--- src/rtl/wb_trace.sv ---
// Write-back trace FIFO: captures processor write-back words and streams them to a host
// over a valid/ready port. Optional drop counter is enabled by WB_TRACE_OVF_CNT_EN.
`ifndef WIDTH
`define WIDTH 7
`endif

module wb_trace #(
  parameter int DEPTH  = 8,
  parameter bit FREEZE = 1'b0
) (
  input  logic                     clk,
  input  logic                     rst,
  input  logic                     we,
  input  logic [`WIDTH:0]          wd,
  input  logic                     clr,
  input  logic                     tready,
  output logic                     tvalid,
  output logic [`WIDTH:0]          tdata,
  output logic [$clog2(DEPTH):0]   level,
  output logic                     full,
  output logic                     ovf
`ifdef WB_TRACE_OVF_CNT_EN
  ,
  output logic [7:0]               ovf_cnt
`endif
);

  localparam int AW = $clog2(DEPTH);
  localparam logic [AW:0] DEPTH_L = (AW+1)'(DEPTH);

  typedef enum logic {ST_RUN, ST_HALT} state_e;

  state_e            state_q, state_d;
  logic [AW-1:0]     wr_ptr_q, wr_ptr_d;
  logic [AW-1:0]     rd_ptr_q, rd_ptr_d;
  logic [AW:0]       level_q, level_d;
  logic              ovf_q, ovf_d;
  logic [`WIDTH:0]   mem [DEPTH];

  logic is_full, pop, push, drop;

  assign is_full = (level_q == DEPTH_L);
  assign pop     = (level_q != '0) && tready;
  // A full FIFO still accepts a capture when the head leaves in the same cycle.
  assign push    = (state_q == ST_RUN) && we && (!is_full || pop);
  assign drop    = (state_q == ST_RUN) && we && is_full && !pop;

  // NOTE: every next-state variable gets its default first, so no path leaves one unassigned (no latch).
  always_comb begin
    state_d  = state_q;
    wr_ptr_d = wr_ptr_q;
    rd_ptr_d = rd_ptr_q;
    level_d  = level_q;
    ovf_d    = ovf_q;
    if (clr) begin
      state_d  = ST_RUN;
      wr_ptr_d = '0;
      rd_ptr_d = '0;
      level_d  = '0;
      ovf_d    = 1'b0;
    end else begin
      if (pop)  rd_ptr_d = rd_ptr_q + AW'(1);
      if (push) wr_ptr_d = wr_ptr_q + AW'(1);
      case ({push, pop})
        2'b10:   level_d = level_q + (AW+1)'(1);
        2'b01:   level_d = level_q - (AW+1)'(1);
        default: level_d = level_q;
      endcase
      if (drop) begin
        ovf_d = 1'b1;
        if (FREEZE) state_d = ST_HALT;
      end
    end
  end

  // NOTE: state registers use non-blocking assignments so every flop samples pre-edge values.
  always_ff @(posedge clk or posedge rst) begin
    if (rst) begin
      state_q  <= ST_RUN;
      wr_ptr_q <= '0;
      rd_ptr_q <= '0;
      level_q  <= '0;
      ovf_q    <= 1'b0;
    end else begin
      state_q  <= state_d;
      wr_ptr_q <= wr_ptr_d;
      rd_ptr_q <= rd_ptr_d;
      level_q  <= level_d;
      ovf_q    <= ovf_d;
    end
  end

  // NOTE: storage is deliberately not reset; tdata is masked to 0 while the FIFO is empty instead.
  always_ff @(posedge clk) begin
    if (push && !clr) mem[wr_ptr_q] <= wd;
  end

`ifdef WB_TRACE_OVF_CNT_EN
  logic [7:0] cnt_q, cnt_d;
  logic       cnt_inc;

  // While halted every capture request is counted as a drop.
  assign cnt_inc = we && ((state_q == ST_HALT) || (is_full && !pop));

  always_comb begin
    cnt_d = cnt_q;
    if (clr)                           cnt_d = '0;
    else if (cnt_inc && cnt_q != 8'hFF) cnt_d = cnt_q + 8'd1;
  end

  always_ff @(posedge clk or posedge rst) begin
    if (rst) cnt_q <= '0;
    else     cnt_q <= cnt_d;
  end

  assign ovf_cnt = cnt_q;
`endif

  assign tvalid = (level_q != '0);
  assign tdata  = tvalid ? mem[rd_ptr_q] : '0;
  assign level  = level_q;
  assign full   = is_full;
  assign ovf    = ovf_q;

endmodule

--- config.mk ---
export PLATFORM = sky130hd
export DESIGN_NAME = wb_trace
export DESIGN_NICKNAME = d
export VERILOG_FILES = /design/src/rtl/wb_trace.sv
export SDC_FILE = /design/constraint.sdc
export NUM_CORES = 1
export LEC_CHECK = 0
export ABC_AREA = 1
export CAP_MARGIN = 40
export CELL_PAD_IN_SITES_DETAIL_PLACEMENT = 1
export CELL_PAD_IN_SITES_GLOBAL_PLACEMENT = 2
export CORE_MARGIN = 4
export CORE_UTILIZATION = 25
export DETAILED_ROUTE_END_ITERATION = 16
export PLACE_DENSITY = 0.62
export SLEW_MARGIN = 10
export SYNTH_ARGS = -nofsm -noshare
export SYNTH_HDL_FRONTEND = slang
export SYNTH_SLANG_ARGS = --single-unit
--- constraint.sdc ---
create_clock -name clk -period 2.7 [get_ports clk]
set_input_delay 0.54 -clock clk [delete_from_list [all_inputs] [get_ports clk]]
set_output_delay 0.54 -clock clk [all_outputs]
set_load 0.05 [all_outputs]
; ---- After elaboration in Yosys (flattened, before gate mapping)
; Memories as Yosys holds them, arrays and structs flattened.
; Index checks and enable logic that the tools add are counted.
[totals]
in_bits = 13
reg_bits = 11
ramBits = 64
output_inout_bits = 15
mem_count = 1
[classes]
muxes = 11
addsub = 4
n_reduce_logical = 14
eq_ne = 3
[mem_list]
columns = memory, depth, width, rd, rd_clocked_by_memory_dff, wr, line_no
row1 = mem, 8, 8, 1, 0, 1, 38  ; logic [`WIDTH:0] mem [DEPTH];
[op_table]
columns = operator, count
row1 = 2-to-1 mux 3 bit, 4
row2 = 2-to-1 mux 8 bit, 1
row3 = case mux 4 bit (2 select lines), 1
row4 = "adder 3 x 1 -> 3 bit, second input constant", 2
row5 = nonzero test 2 bit, 3
row6 = logical AND 1 bit, 5
row7 = "adder 4 x 1 -> 4 bit, second input constant", 1
row8 = "== test 4 bit, second input constant", 1
row9 = 2-to-1 mux 1 bit, 4
row10 = 2-to-1 mux 4 bit, 1
row11 = nonzero test 4 bit, 1
row12 = "subtractor 4 x 1 -> 4 bit, second input constant", 1
row13 = logical NOT 1 bit, 3
row14 = nonzero test 3 bit, 1
row15 = "== test 2 x 1 -> 1 bit, second input constant", 1
row16 = "== test 2 bit, second input constant", 1
row17 = logical OR 1 bit, 1

; ---- Depth between registers and ports, before layout
[logic_depth]
ltp_word = 7
depth_mapped = 12
depth_no_buf = 12

; ---- Worst setup path before layout
; Ideal clock, no wire load.
[synth_path]
kind = reg-to-output
from = reg level_q[0], in the netlist level[0]
to = out tdata[0]
stages_incl_launch_ff = 6
t_required_ps = 2160
t_arrival_ps = 2016
slack_ps = 144
path_cell_list = dfrtp_1 nor2_2 nand2_4 buf_6 o21ai_0 a31oi_1
[synth_between]
elab_chain_cells = 2
[synth_lines]
columns = item, line_no
row1 = from (decl), 36  ; logic [AW:0] level_q, level_d;
row2 = from (signal assigned), 88  ; level_q <= level_d;
row3 = nonzero test 4 bit, 119  ; assign tvalid = (level_q != '0);
row4 = via tvalid, 17  ; output logic tvalid,
row5 = 2-to-1 mux 8 bit, 120  ; assign tdata = tvalid ? mem[rd_ptr_q] : '0;
row6 = to (decl), 18  ; output logic [`WIDTH:0] tdata,
; The timed path passes the listed nets, and every way through them passes these cells.

; ---- Final worst setup path
[layout_path]
from = reg level_q[0], in the netlist level[0]
to = out full
[layout_between]
elab_chain_cells = 1
[layout_lines]
columns = item, line_no
row1 = == test 4 bit, 42  ; assign is_full = (level_q == DEPTH_L);
row2 = to (decl), 20  ; output logic full,
; No other way between the ends.

==> out/summary.txt <==
Status - finished, final reports clean
First-pass GRT wire length - 12.95 mm
TNS Setup - 0 ns
Vias - 2176
Data required, critical path - 2.16 ns
Longest Clk Path Bufs - 2
Maximum VDD drop - 0.4832 mV
Core Area - 12670 um2
Remaining global-route overflow - 0
Area contributors post-synth - edfxtp_1 59%, dfrtp_1 8.5%, nor2_1 6.4%
DRC Markers - 0
Die Wd - 122.0 um
# diodes - 0
Tightest Pin Transition - 0.5798 ns
Synth area leader - edfxtp_1
DIE AREA - 14890 um2
IO Count - 28
Clock-pin slew of the registers on the worst-case setup and hold paths - 0.06 ns
Syn nets - 297
Die height - 122.0 um
Worst r2r src - level[0]
Data arrival, critical path - 2.05 ns
Hold Slack - 0.4947 ns
Final HPWL DP - 5.598 mm
CTS tree - built
R2r setup slk - 0.63 ns
Fin. max-slew vios - 0
Reg2reg path depth - 8
Yosys warnings - 0
Num Clock Sinks - 75
Post-layout util - 0.3191
Wire per inst - 16.62 um
Vias in the first global route - 2337
FMAX - 385.8 MHz
Final GP Congestion - 0.7455
Top-area cell type share of the netlist area - 0.5915
Nets@finish - 336
Critical Path End - full
Clock root cell - clkbuf_16
Yosys reg bits - 75
Pin count of the biggest net entering global routing - 20
Final wirelength - 8.227 mm
CP Max Fanout - 6
Fin Clk Skew - 0.008168 ns
Worst-Skew Late Latency - 0.34 ns
Worst R2R End - mem[0][3]
Tmin final - 2.592 ns
RSZ-0062 raised after global routing - yes
Hold Violations, Final - 0
Hold buffers post-CTS - 0
Hold Crit Class - flop to flop
Cts repair resizes - 0
1st-iter DRT viols - 123
# Max-Cap Violations - 0
Avg Synthesized Cell Area - 11.60 um2
First-pass DRT Iterations - 4
Path type of the worst setup path - flop to primary output
Vias per cell - 4.396
Leakage - 1.471 nW
P&R area growth vs syn - 24.45%
Initial antenna violation count - 0
Layout cells sized above 1 - 0.1796
Total power - 4.325 mW
Hold path depth - 1
Site row count - 41
Seq/Total Area, Yosys - 0.6762
# port buffers - 27
Antenna Nets Post-Route - 0
CTS Buf Count - 9
CP endpoint kind - primary output
Htree depth - 3
Synthesized area - 3249 um2
# setup viols final - 0
Fin crit share - 0.9601
Startpoint Class - flop
Synthesized instance count - 280
Worst relative slew slack - 0.6130
Total track usage - 0.1177
Cell Pwr Density - 1070 nW/um2
Starting density of the core - 0.2564
Crit. Startpoint - level[0]
Netlist cell types - 27
[registers in the layout (all words and copies together) (netlist names)]
name / cells
level: 4
mem: 64
ovf: 1
rd_ptr_q: 3
wr_ptr_q: 3
[kinds of logic (layout without fill, tap and decap cells)]
logic type	Yosys count	in the layout	synth area share
fa+ha+maj	4	4	0.01540
flops	75	75	0.6762
compound gates	69	69	0.1198
buf+inv	29	72	0.03928
simple gates	103	103	0.1494
[placed cells by master, fill, tap and decap left out, types with 4 or more instances in the layout]
master / instances
a31oi_1: 8
buf_4: 18
clkbuf_16: 9
clkdlybuf4s50_1: 19
dfrtp_1: 11
edfxtp_1: 64
ha_1: 4
inv_1: 17
nand2_1: 18
nand2_2: 5
nand3_1: 7
nor2_1: 55
nor2_2: 8
o21ai_0: 31
o21ai_1: 15
o22ai_1: 8
[per-stage QoR]
step / std cells / area (um2) / worst slack (ns)
3_5_place_dp: 480 / 3754 / 0.1797
3_3_place_gp: 480 / 3754 / 0.2132
5_1_grt: 495 / 4044 / -0.04222
2_1_floorplan: 280 / 3249 / 0.1439
6_report: 495 / 4044 / 0.1078
4_1_cts: 495 / 4044 / 0.06947
[final cells by class]
class / instances / area (um2)
clock buffer: 9 / 225.2
clock inverter: 6 / 65.06
fill: 1404 / 8627
inverter: 19 / 71.32
multi-input combinational: 176 / 924.6
sequential: 75 / 2197
tap: 172 / 215.2
timing repair buffer: 38 / 345.3
[timing repair]
| item | CTS | global route |
|---|---|---|
| buffers inserted | 0 | 0 |
| setup endpoints to repair | 0 | 3 |
| endpoints found under the hold margin | 0 | 0 |
[worst max-delay path, stage by stage (launching register included)]
cell,delay [ns]
dfrtp_1,0.45
nor2_2,0.19
nand3_1,0.15
inv_1,0.12
clkdlybuf4s50_1,0.81
[report_power, final]
group | total (mW) | leakage [nW] | switching [mW] | internal (mW)
clock | 1.19 | 0.142 | 0.475 | 0.711
sequential | 1.40 | 0.727 | 0.0772 | 1.32
combinational | 1.74 | 0.603 | 1.20 | 0.538
total | 4.32 | 1.47 | 1.76 | 2.57
[synthesized netlist by cell type]
cell type	n
edfxtp_1	64
nor2_1	55
o21ai_0	31
nand2_1	18
inv_1	17
o21ai_1	15
dfrtp_1	11
a31oi_1	8
nor2_2	8
o22ai_1	8
nand3_1	7
buf_2	6
nand2_2	5
ha_1	4
a21oi_1	3
nand2_4	3
nand4_1	3
clkbuf_1	2
inv_2	2
nand3_2	2
o21a_1	2
a21oi_4	1
buf_4	1
buf_6	1
nand3b_2	1
nor2_4	1
o22ai_2	1
[metal layers]
| layer | track usage | wire length, um | up-vias | share of wire |
|---|---|---|---|---|
| met2 | 0.1989 | 3965 | 35 | 0.48 |
| li1 | - | - | 1067 | - |
| met5 | 0 | 0 | - | 0 |
| met4 | 0.03571 | 91 | 0 | 0.011 |
| met1 | 0.1474 | 3932 | 1065 | 0.48 |
| met3 | 0.03157 | 239 | 9 | 0.029 |
[how the worst min path moves through the flow]
stage	start	endpoint	slack (ns)
floorplan	rst	level[0]	0.39
global placement	ovf	ovf	0.49
detailed placement	ovf	ovf	0.48
CTS	ovf	ovf	0.50
global route	ovf	ovf	0.54
finish	ovf	ovf	0.49
Note: power is estimated with default switching activity, not from simulation.
